**src/rtl/div4b_seq_pkg.sv**
```systemverilog
`default_nettype none
// ============================================================================
//  Module   : div4b_seq_pkg
//  Purpose  : Shared definitions for the sequential restoring divider:
//             FSM state encodings and the iteration-counter width helper.
//  Ports    : none (package)
//  Revision : 1.0 - initial release
// ============================================================================
package div4b_seq_pkg;

   // FSM state encodings shared by the divider and anything that decodes it.
   typedef enum logic [1:0] {
      ST_IDLE = 2'd0,
      ST_RUN  = 2'd1,
      ST_DONE = 2'd2
   } state_t;

   // Width of the iteration counter, which must hold 0..WIDTH-1.
   function automatic int unsigned cnt_width(input int unsigned w);
      return (w < 2) ? 1 : $clog2(w);
   endfunction

endpackage
`default_nettype wire

```
**src/rtl/div4b_seq_resta4b.sv**
```systemverilog
`default_nettype none
// ============================================================================
//  Module   : resta4b
//  Purpose  : Combinational ripple-borrow subtractor d = a - b, built from a
//             chain of 1-bit full-subtractor cells (borrow-in -> borrow-out),
//             the subtractive mirror of the ripple-carry adder chain.
//  Ports    : a  [N-1:0] in  - minuend
//             b  [N-1:0] in  - subtrahend
//             d  [N-1:0] out - difference (modulo 2^N)
//             bo         out - final borrow (1 when a < b)
//  Revision : 1.0 - initial release
// ============================================================================
module resta4b #(
   parameter int N = 5
) (
   input  logic [N-1:0] a,
   input  logic [N-1:0] b,
   output logic [N-1:0] d,
   output logic         bo
);

   logic [N:0] w_borrow;

   assign w_borrow[0] = 1'b0;

   genvar gi;
   generate
      for (gi = 0; gi < N; gi++) begin : g_cell
         // Full-subtractor cell: borrow out when a < b + bi at this bit.
         assign d[gi]          = a[gi] ^ b[gi] ^ w_borrow[gi];
         assign w_borrow[gi+1] = (~a[gi] & b[gi]) | (~(a[gi] ^ b[gi]) & w_borrow[gi]);
      end
   endgenerate

   assign bo = w_borrow[N];

endmodule
`default_nettype wire

```
**src/rtl/div4b_seq.sv**
```systemverilog
`default_nettype none
// ============================================================================
//  Module   : div4b_seq
//  Purpose  : Sequential restoring divider for unsigned WIDTH-bit operands.
//             One shift-and-trial-subtract step per clock; results after
//             WIDTH steps, flagged by a one-cycle done pulse.
//  Ports    : clk       in  - rising-edge clock
//             rst       in  - asynchronous active-high reset
//             start     in  - request pulse, sampled when not busy
//             dividend  in  - numerator, captured on accepted start
//             divisor   in  - denominator, captured on accepted start
//             busy      out - operation in progress
//             done      out - one-cycle pulse, results valid
//             quotient  out - registered quotient
//             remainder out - registered remainder
//             div_zero  out - divide-by-zero flag, valid with done
//  Options  : DIV4B_ZERO_CHECK_EN - divisor==0 finishes after one cycle and
//             raises div_zero; otherwise div_zero is tied low and a zero
//             divisor runs the full iteration.
//  Revision : 1.0 - initial release
// ============================================================================
module div4b_seq #(
   parameter int WIDTH = 4
) (
   input  logic             clk,
   input  logic             rst,
   input  logic             start,
   input  logic [WIDTH-1:0] dividend,
   input  logic [WIDTH-1:0] divisor,
   output logic             busy,
   output logic             done,
   output logic [WIDTH-1:0] quotient,
   output logic [WIDTH-1:0] remainder,
   output logic             div_zero
);

   import div4b_seq_pkg::*;

   localparam int unsigned c_cnt_w = cnt_width(WIDTH);

   state_t                 r_state;
   logic [c_cnt_w-1:0]     r_count;
   logic [WIDTH:0]         r_r;
   logic [WIDTH-1:0]       r_q;
   logic [WIDTH-1:0]       r_d;
   logic                   r_busy;
   logic                   r_done;
   logic [WIDTH-1:0]       r_quot;
   logic [WIDTH-1:0]       r_rem;

   logic [2*WIDTH:0]       w_shift;
   logic [WIDTH:0]         w_diff;
   logic                   w_borrow;
   logic [WIDTH:0]         w_r_next;
   logic [WIDTH-1:0]       w_q_next;

   // {R,Q} shifted left as one register pair; R's MSB falls off the top.
   assign w_shift = {r_r, r_q} << 1;

   resta4b #(
      .N (WIDTH + 1)
   ) u_resta (
      .a  (w_shift[2*WIDTH:WIDTH]),
      .b  ({1'b0, r_d}),
      .d  (w_diff),
      .bo (w_borrow)
   );

   // Restore on borrow (keep shifted R), otherwise commit the difference.
   assign w_r_next = w_borrow ? w_shift[2*WIDTH:WIDTH] : w_diff;
   assign w_q_next = w_shift[WIDTH-1:0] | {{(WIDTH-1){1'b0}}, ~w_borrow};

`ifdef DIV4B_ZERO_CHECK_EN
   logic r_dz;
`endif

   always_ff @(posedge clk or posedge rst) begin
      if (rst) begin
         r_state <= ST_IDLE;
         r_count <= '0;
         r_r     <= '0;
         r_q     <= '0;
         r_d     <= '0;
         r_busy  <= 1'b0;
         r_done  <= 1'b0;
         r_quot  <= '0;
         r_rem   <= '0;
`ifdef DIV4B_ZERO_CHECK_EN
         r_dz    <= 1'b0;
`endif
      end else begin
         case (r_state)
            ST_IDLE, ST_DONE: begin
               r_done <= 1'b0;
               if (start) begin
                  r_r     <= '0;
                  r_q     <= dividend;
                  r_d     <= divisor;
                  r_count <= '0;
                  r_busy  <= 1'b1;
                  r_state <= ST_RUN;
`ifdef DIV4B_ZERO_CHECK_EN
                  r_dz    <= 1'b0;
`endif
               end else begin
                  r_busy  <= 1'b0;
                  r_state <= ST_IDLE;
               end
            end

            ST_RUN: begin
`ifdef DIV4B_ZERO_CHECK_EN
               // Zero divisor finishes on the first RUN edge; r_q still
               // holds the untouched dividend at this point.
               if (r_d == '0) begin
                  r_quot  <= '1;
                  r_rem   <= r_q;
                  r_dz    <= 1'b1;
                  r_busy  <= 1'b0;
                  r_done  <= 1'b1;
                  r_state <= ST_DONE;
               end else
`endif
               begin
                  r_r     <= w_r_next;
                  r_q     <= w_q_next;
                  r_count <= r_count + c_cnt_w'(1);
                  if (r_count == c_cnt_w'(WIDTH - 1)) begin
                     r_quot  <= w_q_next;
                     r_rem   <= w_r_next[WIDTH-1:0];
                     r_busy  <= 1'b0;
                     r_done  <= 1'b1;
                     r_state <= ST_DONE;
                  end
               end
            end

            default: begin
               r_busy  <= 1'b0;
               r_done  <= 1'b0;
               r_state <= ST_IDLE;
            end
         endcase
      end
   end

   assign busy      = r_busy;
   assign done      = r_done;
   assign quotient  = r_quot;
   assign remainder = r_rem;

`ifdef DIV4B_ZERO_CHECK_EN
   assign div_zero = r_dz;
`else
   assign div_zero = 1'b0;
`endif

endmodule
`default_nettype wire

```
**config.mk**
```make
export PLATFORM = sky130hd
export DESIGN_NAME = div4b_seq
export DESIGN_NICKNAME = d
export VERILOG_FILES = /design/src/rtl/div4b_seq_pkg.sv /design/src/rtl/div4b_seq_resta4b.sv /design/src/rtl/div4b_seq.sv
export SDC_FILE = /design/constraint.sdc
export NUM_CORES = 1
export LEC_CHECK = 0
export CORE_ASPECT_RATIO = 1.4
export CORE_MARGIN = 2
export CORE_UTILIZATION = 45
export CTS_CLUSTER_SIZE = 10
export DETAILED_ROUTE_END_ITERATION = 16
export GPL_TIMING_DRIVEN = 1
export PLACE_DENSITY = 0.78
export REMOVE_ABC_BUFFERS = 1
export SYNTH_ARGS = -nofsm -noshare
export SYNTH_HDL_FRONTEND = slang
export SYNTH_SLANG_ARGS = --single-unit
export TNS_END_PERCENT = 1
```
**constraint.sdc**
```tcl
create_clock -name clk -period 2.7 [get_ports clk]
set_clock_uncertainty 0.1 [all_clocks]
set_input_delay 0.27 -clock clk [delete_from_list [all_inputs] [get_ports clk]]
set_output_delay 0.27 -clock clk [all_outputs]
set_load 0.005 [all_outputs]
```
==> run metrics, run 1 <==
status completed; top cells by area, synth dfrtp_1 (53%), nand2_1 (5.4%), fa_1 (5.1%), mux2_4 (3.8%), mux2_1 (2.9%); CTS clk-pin slew, worst paths between 100 and 150 ps; pin count of the biggest net entering global routing 26; fraction of registers with async set/reset 1.00; DR iter-0 viols 8; n_diodes 0; Adder-Cell Fraction of Synth Area 0.0722; Layout area overhead 21.2%; post-DP HPWL between 1500 and 2000 um; fin crit period between 2000 and 3000 ps; Pins Over Slew Limit 0; area of the die between 0.003 and 0.004 mm^2; Leakage around 0.65 nW; core area ~0.0024 mm^2; worst slew pin tran 609 ps; crit path buf inv count 4; port bufs 20; first-pass GRT wire length ~3600 um; critical path class flip-flop to flip-flop; Routed WL between 1500 and 2000 um; Setup Fix Bufs, Post-CTS 0; XOR/XNOR Fraction of Synth Area 0; post-route ant nets 0; CTS Buf Count 3; WL/cell 12.2 um; total power 1.84 mW; worst hold path class input port to asynchronous set/reset pin; TNS Setup 0 ps; Slew headroom 0.594; CP max-delay cell fa_1; post-synth top area share 0.531; Fill cells about 240; via-per-instance ratio around 5.0; post-synth cell types 31; Crit path arrival time ~2700 ps; share of cells above drive strength 1 0.120; EDFF count, synth 0; syn_area_per_cell between 10 and 15 um^2; Synth Area in Compound Gates 0.127; Max Fanout on Critical Path 7; CTS tree done; largest family of logic cells by synthesized area compound AO/OA/AOI/OAI gates; CP cell instances inv_1 > ha_1 > inv_1 > fa_1 > inv_1 > fa_1 > fa_1 > nor2b_1 > buf_4 > mux2_4 > o2bb2ai_2; max incr delay on CP about 390 ps; Clock Latency Late Sink 310 ps; max frequency between 300 and 400 MHz; initial antenna violation count 0; Final setup viols 0; number of global-route vias before repair 820; max cap viols 0; mux share of post-synthesis cell area 0.0839; routed via count 797; Hold-fix buffers, CTS 0; Seq/Total Area, Yosys 0.531; CTS-repair resized insts 0; final hold vios 0; predominant post-synthesis flop cell dfrtp_1; Die X 47.3 um; First-pass DRT Iterations 4; Ys Warns 0; TritonCTS sink count 25; crit share post-route 0.937; DR DRC count 0; WP data required approximately 2800 ps; H-tree levels 1; GRT overflow 0; synthesized flop and latch total 25; RSZ-0062 raised after global routing false; root buffer cell clkbuf_4; simple-gate share of the synthesized area 0.119; Clock Tree Buf Depth 2; IR drop worst, VDD approximately 630 uV; GRT Overall Usage 0.162; Die H around 65 um; top cell family by delay on the critical path adder cells; area leader, netlist dfrtp_1; # rows 21; num ports 22; nets ~140; GPL Wtd Cong about 0.74; starting density of the core 0.482; Critical Path End Type flip-flop; power per cell area between 1000 and 1500 mW/mm^2; Syn Std Cell Area ~0.0012 mm^2; CP startpoint kind flip-flop; Mapped Cells between 100 and 150
## worst register-to-register path: stages (launching register included)
cell and delay, ps:
dfrtp_1 340, inv_1 60, ha_1 190, inv_1 60
fa_1 150, inv_1 50, fa_1 380, fa_1 390
nor2b_1 140, buf_4 160, mux2_4 320, o2bb2ai_2 130
## routing by layer
metal  track usage  up-vias  share of wire
met3        0.0167        7          0.020
li1              -      385              -
met5             0        -              0
met2         0.265       14           0.53
met4        0.0799        0          0.030
met1         0.203      391           0.42
## cells in the final DEF, fill, tap and decap left out, types with 3 or more instances in the layout
| cell | count |
|---|---|
| buf_4 | 3 |
| nand2_1 | 17 |
| nor2_1 | 4 |
| mux2_4 | 3 |
| inv_1 | 8 |
| o21ai_1 | 6 |
| dfrtp_1 | 25 |
| fa_1 | 3 |
| clkdlybuf4s50_1 | 20 |
| clkbuf_4 | 3 |
| mux2_1 | 3 |
## cell type report
class	count	area [um^2]	area share
flip-flops and latches	25	626	0.438
inverters	9	33.8	0.0236
multi-input cells	64	478	0.335
well taps	34	42.5	0.0298
repair buffers	23	223	0.156
clock buffers	4	26.3	0.0184
## cell families after synthesis
| group | Yosys count |
|---|---|
| adder cells (fa/ha/maj) | 5 |
| AO/OA/AOI/OAI | 20 |
| flip-flops | 25 |
| AND/OR/NAND/NOR | 30 |
| other | 1 |
| buffers and inverters | 15 |
| multiplexers | 8 |
## through the flow
stage	cell area (um^2)	worst slack [ps]	instances	hold WS [ps]	util
after floorplan	1140	254	98	197	-
after global placement	1400	238	155	360	0.574
after detailed placement	1400	175	155	368	0.574
after CTS	1430	159	159	207	0.585
after global routing	1430	27.3	159	221	0.585
final	1430	169	159	194	0.585
## synthesized netlist by cell type, types with 2 or more instances
cell / number
dfrtp_1: 25
inv_1: 8
o21ai_1: 6
ha_1: 2
buf_2: 3
nor2_1: 4
o2bb2ai_1: 2
fa_1: 3
o22ai_1: 2
buf_4: 2
nand2_1: 17
a21oi_1: 2
mux2i_1: 2
o2bb2ai_2: 2
o21ai_2: 2
nand2b_1: 2
nor2b_1: 2
mux2_1: 3
mux2_4: 3
## flip-flops by register name (all words and copies together) (netlist names)
register	cells
r_count	2
quotient	4
r_d	4
remainder	4
busy	1
r_r	4
r_state	2
r_q	4
## power breakdown
part,switching [mW],internal (mW)
sequential,0.113,0.561
clock,0.102,0.0576
combinational,0.472,0.534
total,0.687,1.15
## final timing paths
path / from / to / slack, ps / cells after the start
worst max-delay path: r_q[3]$_DFFE_PP0P_ / r_r[0]$_DFFE_PP0P_ / 170 / 11
worst min-delay path: rst / quotient[2]$_DFFE_PP0P_ / 190 / 3
worst max register to register: r_q[3]$_DFFE_PP0P_ / r_r[0]$_DFFE_PP0P_ / 170 / 11
worst min register to register: remainder[0]$_DFFE_PP0P_ / remainder[0]$_DFFE_PP0P_ / 390 / 2
max in group asynchronous: rst / quotient[0]$_DFFE_PP0P_ / 2070 / 3
min in group clk: divisor[0] / r_d[0]$_DFFE_PP0P_ / 380 / 3
No activity file was read; power rests on OpenSTA's default activity.
==> run 2: changes to the inputs <==
==> constraint.sdc (replaced) <==
create_clock -name clk -period 3.1 [get_ports clk]
set_clock_uncertainty 0.1 [all_clocks]
set_input_delay 0.31 -clock clk [delete_from_list [all_inputs] [get_ports clk]]
set_output_delay 0.31 -clock clk [all_outputs]
set_load 0.005 [all_outputs]
==> run 2 against run 1 <==
  * Non-clock buffer count decreased by 1
  * Maximum frequency decreased by 1.1%
  * Cell area decreased by 0.26%
  * Via count decreased by 2.6%
  * Register-to-register slack improved by 370 ps
  * Sequential power decreased by 13%
  * Combinational power decreased by 13%
  * Sequential cell count unchanged
  * Largest cell class unchanged
==> run metrics, run 2 (same netlist as run 1, synthesis figures left out) <==
status completed; Pins Over Slew Limit 0; number of global-route vias before repair 811; CTS tree done; worst slew pin tran a little over 900 ps; share of power burned in registers 0.364; Layout area overhead 20.9%; initial antenna violation count 0; IR drop worst, VDD about 550 uV; max cap viols 0; CP startpoint kind flip-flop; Die X 47.3 um; crit path buf inv count 3; share of cells above drive strength 1 0.121; DP Cell Count 154; power per cell area 1130 mW/mm^2; n_diodes 0; commonest non-fill, non-tap cell in the layout dfrtp_1; non-filler instance count after layout between 150 and 200; critical path class flip-flop to flip-flop; post-route ant nets 0; worst hold path class input port to asynchronous set/reset pin; dpl cell area ~0.0014 mm^2; RSZ-0062 raised after global routing false; Pint between 1 and 1.5 mW; FF+latch area 626 um^2; GPL Wtd Cong just over 0.7; num ports 22; WP data required ~3200 ps; Routed WL roughly 2000 um; fin crit period between 2000 and 3000 ps; Final setup viols 0; CTS Buf Count 3; Setup Fix Bufs, Post-CTS 0; clock share of power 0.093; pin count of the biggest net entering global routing 26; Critical Path End Type flip-flop; starting density of the core 0.482; R2R depth 10; nets roughly 140; root buffer cell clkbuf_4; r2r startpoint r_d[0]$_DFFE_PP0P_; via-per-instance ratio 4.91; First-pass DRT Iterations 4; commonest cells after routing, fill and taps aside dfrtp_1 (25), clkdlybuf4s50_1 (20), nand2_1 (17); TritonCTS sink count 25; CP max-delay cell dfrtp_1; TNS Setup 0 ps; CTS-repair resized insts 0; Sw Ratio 0.380; max frequency 391 MHz; Slew headroom 0.384; port bufs 20; worst flop-to-flop path endpoint remainder[2]$_DFFE_PP0P_; first-pass GRT wire length 3640 um; combinational fraction of design power 0.543; DR iter-0 viols 19; CTS clk-pin slew, worst paths 150 ps; Fill cells approximately 220; Clock Latency Late Sink 320 ps; worst hold margin 367 ps; routed via count roughly 780; Crit path arrival time approximately 2700 ps; Die H ~65 um; multi-input logic area roughly 480 um^2; WL/cell ~13 um; switching power approximately 0.61 mW; CP cell instances ha_1 > inv_1 > fa_1 > inv_1 > fa_1 > fa_1 > nor2b_1 > buf_4 > mux2_4 > o21ai_2; Top cell by count, worst path fa_1; Hold-fix buffers, CTS 0; DR DRC count 0; Clock Tree Buf Depth 2; max incr delay on CP between 400 and 500 ps; # rows 21; GRT Overall Usage 0.162; core area around 0.0024 mm^2; r2r setup slk around 540 ps; Max Fanout on Critical Path 7; post-DP HPWL ~1500 um; cell area after layout 0.00143 mm^2; Leakage 0.643 nW; area of the die between 0.003 and 0.004 mm^2; GRT overflow 0; crit share post-route 0.825; final hold vios 0; H-tree levels 1; top cell family by delay on the critical path adder cells
==> run 2: changes by cell type in the layout (fill, tap and decap cells not counted) <==
cell,delta
buf_4,-1
clkbuf_1,-1
clkinvlp_4,+1
==> run 2: metrics by stage <==
stage	power [mW]	util	setup WS, ps
floorplan	1.19	-	654
global placement	1.44	0.571	646
detailed placement	1.49	0.571	577
CTS	1.63	0.583	539
global route	1.77	0.583	409
finish	1.62	0.583	541
==> run 2: how the worst max path moves through the flow <==
| stage | start | to | slack [ps] | cells past startpoint |
|---|---|---|---|---|
| 2_1_floorplan | r_q[3]$_DFFE_PP0P_ | remainder[2]$_DFFE_PP0P_ | 650 | 10 |
| 3_3_place_gp | r_q[3]$_DFFE_PP0P_ | remainder[2]$_DFFE_PP0P_ | 650 | 11 |
| 3_5_place_dp | r_q[3]$_DFFE_PP0P_ | r_r[0]$_DFFE_PP0P_ | 580 | 11 |
| 4_1_cts | r_q[3]$_DFFE_PP0P_ | remainder[2]$_DFFE_PP0P_ | 540 | 11 |
| 5_1_grt | r_q[3]$_DFFE_PP0P_ | r_r[0]$_DFFE_PP0P_ | 410 | 11 |
| 6_report | r_d[0]$_DFFE_PP0P_ | remainder[2]$_DFFE_PP0P_ | 540 | 10 |
==> run 2: area by class of cell <==
class	instances	area share
Inverter	9	0.0237
Timing Repair Buffer	22	0.151
Tap cell	34	0.0299
Sequential cell	25	0.439
Clock inverter	1	0.00527
Clock buffer	3	0.0158
Multi-Input combinational cell	64	0.335
==> run 2: worst reg2reg max path, stage by stage (launching register included) <==
cell,delay [ps]
dfrtp_1,420
ha_1,180
inv_1,60
fa_1,150
inv_1,50
fa_1,380
fa_1,390
nor2b_1,140
buf_4,160
mux2_4,320
o21ai_2,120
==> run 2: power by group through the flow <==
stage	clock network [mW]	logic, mW	registers (mW)
after floorplan	0	0.608	0.583
after global placement	0	0.851	0.588
after detailed placement	0	0.892	0.599
after CTS	0.150	0.894	0.590
after global routing	0.162	0.995	0.611
final	0.150	0.879	0.589
==> run 2: metal layers <==
layer	wire length, um	up-vias	share of wire	GRT usage
met4	29	0	0.015	0.0417
li1	-	386	-	-
met2	1050	12	0.53	0.280
met1	869	373	0.44	0.202
met5	0	-	0	0
met3	43	5	0.022	0.0251
